[src/rtl/meter_display.sv]
// Parking-meter display: 14-bit seconds -> 4 BCD digits (iterative double-dabble),
// multiplexed onto an active-low 4-digit 7-segment display with a mode-dependent flash.
module meter_display #(
    parameter int REFRESH_DIV     = 100000,
    parameter int FLASH_SLOW_HALF = 50000000,
    parameter int FLASH_FAST_HALF = 25000000
) (
    input  logic        clk,
    input  logic        reset,
    input  logic [13:0] time_in,
    input  logic        time_valid,
    output logic [6:0]  seg,
    output logic [3:0]  an,
    output logic        dp,
    output logic        busy
);

    localparam int REF_W     = (REFRESH_DIV > 1) ? $clog2(REFRESH_DIV) : 1;
    localparam int BLINK_MAX = (FLASH_SLOW_HALF > FLASH_FAST_HALF) ? FLASH_SLOW_HALF : FLASH_FAST_HALF;
    localparam int BLINK_W   = (BLINK_MAX > 1) ? $clog2(BLINK_MAX) : 1;

    typedef enum logic [1:0] {MODE_FAST, MODE_SLOW, MODE_SOLID} mode_t;
    typedef enum logic {PH_ON, PH_OFF} phase_t;

    function automatic mode_t mode_of(input logic [15:0] bcd);
        if (bcd == 16'h0000) return MODE_FAST;
        if (bcd[15:12] == 4'd0 && bcd[11:8] < 4'd2) return MODE_SLOW;
        return MODE_SOLID;
    endfunction

    function automatic logic [6:0] seg_code(input logic [3:0] d);
        case (d)
            4'd0:    seg_code = 7'b1000000;
            4'd1:    seg_code = 7'b1111001;
            4'd2:    seg_code = 7'b0100100;
            4'd3:    seg_code = 7'b0110000;
            4'd4:    seg_code = 7'b0011001;
            4'd5:    seg_code = 7'b0010010;
            4'd6:    seg_code = 7'b0000010;
            4'd7:    seg_code = 7'b1111000;
            4'd8:    seg_code = 7'b0000000;
            4'd9:    seg_code = 7'b0010000;
            default: seg_code = 7'b1111111;
        endcase
    endfunction

    logic [13:0]        sh_q, sh_d;
    logic [15:0]        acc_q, acc_d, acc_adj;
    logic [3:0]         iter_q, iter_d;
    logic               busy_q, busy_d;
    logic [13:0]        pend_val_q, pend_val_d;
    logic               pend_q, pend_d;
    logic [15:0]        bcd_q, bcd_d;
    logic [13:0]        tin_clamped;

    phase_t             phase_q, phase_d;
    logic [BLINK_W-1:0] blink_q, blink_d, half_m1;
    mode_t              mode_cur, mode_nxt;

    logic [REF_W-1:0]   ref_q, ref_d;
    logic [1:0]         dig_q, dig_d;
    logic [3:0]         nib;
    logic [6:0]         seg_q, seg_d;
    logic [3:0]         an_q, an_d;
    logic               dp_q;

    assign tin_clamped = (time_in > 14'd9999) ? 14'd9999 : time_in;

    genvar gi;
    generate
        for (gi = 0; gi < 4; gi++) begin : g_adj
            assign acc_adj[gi*4 +: 4] = (acc_q[gi*4 +: 4] >= 4'd5) ? acc_q[gi*4 +: 4] + 4'd3
                                                                   : acc_q[gi*4 +: 4];
        end
    endgenerate

    // Converter: idle -> 14 shift iterations -> completion edge that publishes the
    // result and immediately restarts if a newer value arrived meanwhile.
    always_comb begin
        sh_d       = sh_q;
        acc_d      = acc_q;
        iter_d     = iter_q;
        busy_d     = busy_q;
        pend_val_d = pend_val_q;
        pend_d     = pend_q;
        bcd_d      = bcd_q;
        if (!busy_q) begin
            if (time_valid) begin
                sh_d   = tin_clamped;
                acc_d  = 16'h0000;
                iter_d = 4'd0;
                busy_d = 1'b1;
            end
        end else if (iter_q != 4'd14) begin
            {acc_d, sh_d} = {acc_adj, sh_q} << 1;
            iter_d        = iter_q + 4'd1;
            if (time_valid) begin
                pend_val_d = tin_clamped;
                pend_d     = 1'b1;
            end
        end else begin
            bcd_d  = acc_q;
            acc_d  = 16'h0000;
            iter_d = 4'd0;
            pend_d = 1'b0;
            if (time_valid) begin
                sh_d = tin_clamped;
            end else if (pend_q) begin
                sh_d = pend_val_q;
            end else begin
                busy_d = 1'b0;
            end
        end
    end

    assign mode_cur = mode_of(bcd_q);
    assign mode_nxt = mode_of(bcd_d);
    assign half_m1  = (mode_cur == MODE_FAST) ? BLINK_W'(FLASH_FAST_HALF - 1)
                                              : BLINK_W'(FLASH_SLOW_HALF - 1);

    always_comb begin
        phase_d = phase_q;
        blink_d = blink_q;
        if (mode_nxt != mode_cur || mode_cur == MODE_SOLID) begin
            phase_d = PH_ON;
            blink_d = '0;
        end else if (blink_q == half_m1) begin
            phase_d = (phase_q == PH_ON) ? PH_OFF : PH_ON;
            blink_d = '0;
        end else begin
            blink_d = blink_q + 1'b1;
        end
    end

    // Digit scan keeps running while blanked so the flash never skews the refresh.
    always_comb begin
        ref_d = ref_q + 1'b1;
        dig_d = dig_q;
        if (ref_q == REF_W'(REFRESH_DIV - 1)) begin
            ref_d = '0;
            dig_d = dig_q + 2'd1;
        end
    end

    assign nib  = bcd_q[{dig_q, 2'b00} +: 4];
    assign seg_d = seg_code(nib);
    assign an_d  = (phase_q == PH_OFF) ? 4'b1111 : ~(4'b0001 << dig_q);

    always_ff @(posedge clk) begin
        if (reset) begin
            sh_q       <= '0;
            acc_q      <= '0;
            iter_q     <= '0;
            busy_q     <= 1'b0;
            pend_val_q <= '0;
            pend_q     <= 1'b0;
            bcd_q      <= 16'h0000;
            phase_q    <= PH_ON;
            blink_q    <= '0;
            ref_q      <= '0;
            dig_q      <= '0;
            seg_q      <= 7'b1000000;
            an_q       <= 4'b1110;
            dp_q       <= 1'b1;
        end else begin
            sh_q       <= sh_d;
            acc_q      <= acc_d;
            iter_q     <= iter_d;
            busy_q     <= busy_d;
            pend_val_q <= pend_val_d;
            pend_q     <= pend_d;
            bcd_q      <= bcd_d;
            phase_q    <= phase_d;
            blink_q    <= blink_d;
            ref_q      <= ref_d;
            dig_q      <= dig_d;
            seg_q      <= seg_d;
            an_q       <= an_d;
            dp_q       <= 1'b1;
        end
    end

    assign seg  = seg_q;
    assign an   = an_q;
    assign dp   = dp_q;
    assign busy = busy_q;

endmodule

[config.mk]
export PLATFORM = sky130hd
export DESIGN_NAME = meter_display
export DESIGN_NICKNAME = d
export VERILOG_FILES = /design/src/rtl/meter_display.sv
export SDC_FILE = /design/constraint.sdc
export NUM_CORES = 1
export LEC_CHECK = 0
export ABC_AREA = 1
export CORE_AREA = 2 2 109 111
export DETAILED_ROUTE_END_ITERATION = 16
export DIE_AREA = 0 0 111 113
export DONT_BUFFER_PORTS = 1
export HOLD_SLACK_MARGIN = 0.12
export PLACE_DENSITY_LB_ADDON = 0.2
export SLEW_MARGIN = 0
export SYNTH_ARGS = -nofsm -noshare
export SYNTH_HDL_FRONTEND = slang
export SYNTH_SLANG_ARGS = --single-unit
[constraint.sdc]
create_clock -name clk -period 2.1 [get_ports clk]
set_clock_uncertainty 0.15 [all_clocks]
set_input_delay 0.42 -clock clk [delete_from_list [all_inputs] [get_ports clk]]
set_output_delay 0.42 -clock clk [all_outputs]
set_load 0.005 [all_outputs]
# After elaboration in Yosys (flattened, before gate mapping)
# Memory sizes are Yosys's and may differ from the RTL's. A register that Yosys moved wholly into a read port is not among the register bits.
# Index checks and enable logic that the tools add are counted.
# op_classes
addsub	8
n_lt_le_gt_ge	7
bitwise_logic	1
eq_ne	6
mux	42
n_shift	2
reduce_logical	17
# ops
operator	count
$mux 14	6
$mux 16	5
$logic_not 16->1	2
$add 26x1->26 const B	1
$eq 26x26->1	1
$mux 26	1
$mux 4	6
$add 17x1->17 const B	1
$eq 17x17->1 const B	1
$ge 4x3->1 const B	4
$mux 2	8
$shiftx 16x5->4	1
$mux 1	15
$gt 14x14->1 const B	1
$add 4x2->4 const B	3
$logic_not 4->1	2
$lt 4x2->1 const B	2
$reduce_or 2->1	3
$add 4x1->4 const B	1
$ne 4x4->1 const B	1
$not 4->4	1
$reduce_and 2->1	2
$shl 1x2->4 const A	1
$add 3x2->3 const B	1
12 further kinds	13
# totals
n_memories	1
register_bits	116
mem_bits_ro	112
input_bits	17
# mem_list
memory	words	width	read_ports	rd_clocked_by_memory_dff	write_ports	line	rtl
(no name shown)	16	7	1	1	0	32	case (d)

# Longest topological paths before layout
# logic_depth
depth_word	12
ltp_mapped	15

# Least setup slack after synthesis
# Ideal clock, no wire load.
# synth_timing
kind	reg-to-reg
from	register iter_q[0]
to	register blink_q[16]
slack_ns	0.064
t_required_ns	1.833
synth_period_minus_slack_ns	2.036
setup_ns	0.117
path_stages_with_launch	14
n_path_buf	2
t_arrival_ns	1.769
cell_sequence	dfxtp_1 inv_1 ha_1 nand4_4 buf_6 nand2_1 o21ai_0 nor2_1 nand3_1 nand2_1 nand2_2 nand3_4 buf_6 nor2_2
# synth_between
elab_chain_len	12
# synth_rtl
element	line	rtl
start: declaration	49	logic [3:0] iter_q, iter_d;
start signal: assignment	168	iter_q <= iter_d;
$ne 4x4->1 *	94	end else if (iter_q != 4'd14) begin
$mux 16 *	94	
$mux 16 *	87	if (!busy_q) begin
$lt 4x2->1 / $logic_not 4->1 (equally long branches)	27	if (bcd[15:12] == 4'd0 && bcd[11:8] < 4'd2) return MODE_SLOW;
$logic_and 1x1->1	27	
$mux 1 (2 in series)	27	
$mux 2	28	return MODE_SOLID;
$mux 2 *	27	
$ne 2x2->1 *	124	if (mode_nxt != mode_cur || mode_cur == MODE_SOLID) begin
$logic_or 1x1->1 *	124	
$reduce_or 3->1 (no source line) *	n/a	
end signal: assignment	174	blink_q <= blink_d;
end: declaration	57	logic [BLINK_W-1:0] blink_q, blink_d, half_m1;
# Every way passes the cells marked *; elsewhere a longest branch is shown, timed or not. The select of a mux whose other input is x is not followed.
# A chain may end at the register's enable or synchronous reset.

# Final worst setup path
# layout_timing
from	register iter_q[0]
to	register blink_q[17]
# The elaborated chain is that of the path after synthesis.

==> flow_summary.ini <==
[grt]
grt_pass1_vias = 5568
grt_pass1_wl_um = 25070
grt_overflow = 0
antenna_found_initial = 0
grt_util_all_layers = 0.2436
grt_max_degree = 58

[critical_path]
rrSetupSlack_ps = -90
rr_startpoint = iter_q[0]
slowest_stage = dfxtp_2
critical_path.most_common_cell = nand2_2
critPathLaunchType = flip-flop
path_delay_family = simple AND/OR/NAND/NOR gates
required_ps = 2310
path_class = reg -> reg
crit_chain = inv_2, ha_4, nand3_4, nor2_4, nand2_2, nand2_2, nand2_2, nor2_4, nand4_1, nand2_2, nand3_4, clkbuf_16, nor2_2
critPathCaptureType = flip-flop
slowest_delay_ps = 320
r2r-end = blink_q[17]
worstPathArrival_ps = 2410
r2r_cells = 13
crit_buf_inv = 2
crit_fanout = 6

[yosys]
ys_seq_area_frac = 0.3930
synth_edf_count = 0
yosys_warnings = 0
synth_top_area_share = 0.3930
synthFlopType = dfxtp_1
syn_area_per_cell_um2 = 6.992
synth_area_leaders = dfxtp_1, nand2_1, inv_1
yosysMostFrequentCell = nand2_1
synth_nets = 934
yosys.area.top_type = dfxtp_1
synthCells = 896
yosys_register_bits = 123
async_flop_share = 0
synthesis.area_um2 = 6265
ys_types = 37
synth_common_cells = nand2_1, inv_1, dfxtp_1

[power]
p_int_mw = 4.316
clkPwrFrac = 0.498
p_sw_frac = 0.2277
p_sw_mw = 1.273
peakVddDrop_mv = 0.7094
power_frac_seq = 0.434
comb_power_share = 0.069
p_per_area_nw_per_um2 = 721.0
p_leak_nw = 3.102

[drt]
via_per_inst = 5.452
post_drt_wl_per_cell_um = 13.98
drc = 0
vias = 6057
first_iter_violations = 402
first_pass_iters = 7
drt_wl_total_um = 15540
ant_nets = 0

[timing]
layout_setup_ws_ps = -94.39
slew_violations = 0
max_freq_ghz = 0.4557
period_minus_slack_ps = 2194
slew_headroom = 0.6573
worst_slew_pin_slew_ps = 510.1
setup_tns_ps = -1776
hold_viol = 0
final.period_utilization = 1.045
hold_slack_ps = 161.0
setup_viol = 26
rsz0062_at_grt = true

[hold_path]
holdPathStages = 4
hold_end = sh_q[11]
hold_start = time_in[11]
hold_class = in -> reg

[cts]
clockBufferDepth = 2
cts_sinks = 123
clock_latency_ps = 420
cts_buffers = 17
cts_root_buf = clkbuf_16
clk_pin_slew_worst_paths_ps = 50
cts_max_level = 4
cts_tree = built

[layout]
num-fill-cells = 899
final_cells = 1111
fin_nets = 993
drive_above_1_share = 0.1601
diodes = 0
synthToLayoutAreaGrowth_pct = 23.73

[outcome]
violations = negative setup slack
outcome = finished, violations left

[floorplanning]
die_h_um = 113
die_width_um = 111
coreArea_um2 = 11270
num_rows = 39
start_util = 0.5558
dieArea_um2 = 12540
num_io_pins = 30

[placement]
place_ws_ps = -159.6
detailedPlacementHpwl_um = 10210
port_buffers = 0
dpl.cell_count = 1048
routabilityCongestion = 0.9249

[flow_run]
cap_violations = 0
## worst register-to-register path, delay by kind of cell, from the launching register on
| family | cells | cell delay (ps) |
|---|---|---|
| adders and majority gates | 1 | 210 |
| and+or+nand+nor | 10 | 1150 |
| DFF | 1 | 320 |
| buffers and inverters | 2 | 290 |
## flip-flops by register name, summed over array words and instances, names as in the netlist
name,count
ref_q,17
iter_q,4
sh_q,14
pend_val_q,14
an,4
busy,1
dig_q,2
phase_q,1
bcd_q,16
blink_q,26
acc_q,16
seg,7
pend_q,1
## through the flow
stage / power, mW / instance area [µm²] / utilization
after global placement: 2.750 / 6611 / 0.5865
after detailed placement: 2.761 / 6611 / 0.5865
after floorplan: 2.686 / 6265 / -
final: 5.589 / 7751 / 0.6876
after global routing: 5.774 / 7751 / 0.6876
after CTS: 5.590 / 7441 / 0.6601
## worst max path at each step
stage                   to  slack, ps  startpoint  cells after the start
2_1_floorplan  blink_q[16]         60   iter_q[0]                     13
5_1_grt        blink_q[17]       -190   iter_q[0]                     13
3_5_place_dp    blink_q[4]       -160   iter_q[0]                      9
6_report       blink_q[17]        -90   iter_q[0]                     13
4_1_cts        blink_q[23]         -1   iter_q[0]                     13
3_3_place_gp    blink_q[0]         10   iter_q[0]                      9
## cells by family (layout without fill, tap and decap cells)
logic type / Yosys count / count (layout) / synth area share
simple gates: 391 / 393 / 0.2760
compound gates: 174 / 174 / 0.1472
buf+inv: 157 / 227 / 0.1007
flops: 123 / 123 / 0.3930
xor+xnor: 29 / 29 / 0.04054
fa+ha+maj: 21 / 21 / 0.04194
other cells: 1 / 1 / 0.0005986
## cells in the final DEF, fill, tap and decap left out, drive strengths merged, types with 2 or more instances in the layout
cell,Yosys,routed
clkinv,1,6
inv,125,124
nand4,18,20
nand3,44,44
clkinvlp,0,3
o21ai,70,70
nor2,121,121
clkbuf,20,26
o211ai,8,8
a32oi,3,3
dfxtp,123,123
a22oi,2,2
a21oi,85,85
buf,11,52
xnor2,9,9
dlygate4sd3,0,15
nand2,171,171
nor3,26,26
o21a,3,3
or2,6,6
ha,21,21
nor4,3,3
xor2,20,20
## power groups by stage
| stage | clock, mW | sequential (mW) | combinational [mW] |
|---|---|---|---|
| finish | 2.78 | 2.42 | 0.384 |
| global route | 2.92 | 2.43 | 0.425 |
| CTS | 2.81 | 2.42 | 0.353 |
| detailed placement | 0 | 2.47 | 0.291 |
| global placement | 0 | 2.47 | 0.282 |
| floorplan | 0 | 2.46 | 0.223 |
## metal layers
| layer | up-vias | share of wire | global-route usage | routed length (µm) |
|---|---|---|---|---|
| met5 | - | 0 | 0 | 0 |
| met4 | 0 | 0.031 | 0.1233 | 478 |
| met3 | 49 | 0.053 | 0.04874 | 830 |
| met2 | 200 | 0.48 | 0.4090 | 7424 |
| met1 | 2789 | 0.44 | 0.2993 | 6802 |
| li1 | 3019 | - | - | - |
## what timing repair did
| action | CTS | global route |
|---|---|---|
| hold buffers | 16 | 0 |
| pin swaps | 3 | 16 |
| buffers inserted | 1 | 9 |
| gates cloned | 2 | 3 |
| gates resized for setup | 11 | 57 |
| setup endpoints to repair | 28 | 35 |
| endpoints found under the hold margin | 73 | 0 |
## area by class of cell
class	count	area (µm²)	area share
clock buffer	25	505.5	0.06521
clock inverter	7	62.56	0.008071
inverter	126	476.7	0.06150
multi-input combinational	618	3417	0.4408
sequential	123	2472	0.3190
tap	143	178.9	0.02308
timing repair buffer	68	630.6	0.08136
timing repair inverter	1	7.507	0.0009685
Power figures use the tool's default switching activity.
==> patch: new RTL, same settings <==
Change the parameter `FLASH_SLOW_HALF` from 50000000 to 100000000.
--- a/src/rtl/meter_display.sv
+++ b/src/rtl/meter_display.sv
@@ -2,7 +2,7 @@
 // multiplexed onto an active-low 4-digit 7-segment display with a mode-dependent flash.
 module meter_display #(
     parameter int REFRESH_DIV     = 100000,
-    parameter int FLASH_SLOW_HALF = 50000000,
+    parameter int FLASH_SLOW_HALF = 100000000,
     parameter int FLASH_FAST_HALF = 25000000
 ) (
     input  logic        clk,
Check against the original RTL: no difference found for any inputs over 10 cycles, from zero or initial values and one cycle with reset high; that may be too few to reach the edited logic, so the function may still have changed.
==> patch against the unedited design <==
  * The flow still finishes with violations (negative setup slack)
  * Wire length grew 1.4%
  * Setup slack gained 62 ps
  * Sequential cell count grew 1
  * Critical path depth shrank 1
  * Via count is essentially flat
  * Die area is the same
  * Total power grew 3.8%
  * Non-clock buffer count shrank 7
  * Sequential share of layout area grew 0.53 points
  * Maximum frequency grew 2.9%
  * Global-route usage grew 0.65 points
  * Design area shrank 1.0%
  * Area after synthesis grew 0.78%
  * Critical endpoint is now blink_q[15]
  * Largest cell class unchanged
==> patch: results (changes against the unedited design) <==
detailed_routing:
  drt_iter0_markers: 492  # +22%
  routedWlPerCell_um: 14.2  # +1.4%
  routed_via_density: 5.46  # about the same
  dr.pass1.iters: 8  # +1
logic_synthesis:
  synthXorXnorAreaFrac_pct: 4.30  # +0.25 points
  seq_area_frac_synth_pct: 39.3  # about the same
  syn_area_per_cell_um2: 6.97  # -0.33%
  synthTopCellsByArea: "dfxtp_1 39%, nand2_1 11%, inv_1 7.5%"
  synth_common_cells: "179 x nand2_1, 126 x inv_1, 124 x dfxtp_1, 102 x nor2_1, 85 x a21oi_1"
  ys_async_sr_fraction_pct: 0  # unchanged
  synth_fa_ha_area_share_pct: 4.16  # -0.032 points
  synth-warning-count: 0  # unchanged
  synth_compound_area_share_pct: 14.9  # +0.20 points
  synth.distinct_cells: 36  # -2.7%
  synth_fp_nets: 944  # +1.1%
  muxShareOfSynthArea_pct: 0  # unchanged
setup_path:
  cp.arrival_ps: 2330  # -80 ps
  worstPathMaxFanout: 10  # +4
clock_network:
  root_buffer: "clkbuf_16"
  cts_made_buffers: 17  # unchanged
global_route:
  grt_usage_pct: 25.0  # +0.65 points
  grt_pass1_vias: 5805  # +4.3%
  grt_pass1_wl_um: 25900  # +3.4%
  grt_max_degree: 53  # -8.6%
final_layout:
  antenna_cells: 0  # unchanged
  drive_above_1_share_pct: 14.6  # -1.4 points
  fill_cells: 913  # +1.6%
  reg_top3: "blink_q x27, ref_q x17"
  final_nets: 994  # +0.10%
timing:
  setup_viol: 4  # -85%
  setup_tns_ps: -36.9  # +1740 ps
  finalWorstSetupSlack_ps: -32.4  # +62.0 ps
power_and_ir_drop:
  vdd_drop_max_v: 0.000846  # +19%
  leakagePower_nw: 3.12  # +0.67%
placed_design:
  pre_cts_ws_ps: -20.0  # +140 ps
  place_hpwl_um: 10300  # +0.91%
  place_congestion: 0.875  # -5.4%
  numPortBuffers: 0  # unchanged
outcome:
  violations: "negative setup slack"
  outcome: "finished with violations"
==> patch: cell families (layout without fill, tap and decap cells) <==
| group | after synthesis | count (layout) |
|---|---|---|
| and+or+nand+nor | 392 | 392 |
| DFF | 124 | 124 |
| adders and majority gates | 21 | 21 |
| AOI/OAI and AO/OA | 178 | 178 |
| other | 1 | 1 |
| buffers and inverters | 159 | 221 |
| xor gates and xnor gates | 31 | 31 |
==> patch: power breakdown <==
part / internal [W] / leakage, nW / switching (W) / total, W
clock network: 0.00198 / 0.311 / 0.00100 / 0.00298
registers: 0.00241 / 1.01 / 0.0000310 / 0.00244
logic: 0.000149 / 1.80 / 0.000225 / 0.000374
total: 0.00454 / 3.12 / 0.00126 / 0.00580
==> patch: stage by stage <==
stage / hold WS [ps] / area [um2]
CTS: 123 / 7420
finish: 151 / 7670
global placement: 279 / 6610
floorplan: 268 / 6310
detailed placement: 290 / 6610
global route: 157 / 7670
==> patch: area by class of cell <==
| type | instances | share of cell area [%] |
|---|---|---|
| Multi-Input combinational cell | 623 | 43.4 |
| Timing Repair Buffer | 61 | 7.41 |
| Sequential cell | 124 | 32.4 |
| Inverter | 129 | 6.36 |
| Clock buffer | 25 | 6.98 |
| Tap cell | 143 | 2.33 |
| Clock inverter | 6 | 1.04 |
==> patch: repair_timing <==
item / 4_1_cts / 5_1_grt
endpoints found under the setup margin: 33 / 56
gates resized for setup: 6 / 50
hold buffers: 16 / 0
buffers inserted: 0 / 6
endpoints found under the hold margin: 66 / 0
pin swaps: 2 / 5
cloned: 0 / 3
==> patch: final timing paths <==
kind,from,to,slack [ps],cells past startpoint
max,iter_q[0],blink_q[15],-30,12
min,time_valid,sh_q[9],150,3
max reg2reg,iter_q[0],blink_q[15],-30,12
min reg2reg,ref_q[0],ref_q[0],300,1
==> patch: worst max-delay path, stage by stage (launching register included) <==
cell and delay [ps]:
dfxtp_2 320, inv_2 80, ha_4 170, nand4_4 120, buf_6 180, nand2_1 60
o21ai_0 100, inv_1 90, nand3_1 130, nor2_4 140, nand4_4 190, clkbuf_16 230
nor2_2 110
==> patch: layer usage <==
metal | up-vias | share of wire [%] | GRT usage [%]
li1 | 3025 | - | -
met1 | 2812 | 44 | 31.3
met2 | 196 | 48 | 41.6
met3 | 28 | 5.3 | 6.27
met4 | 0 | 1.9 | 10.3
met5 | - | 0 | 0
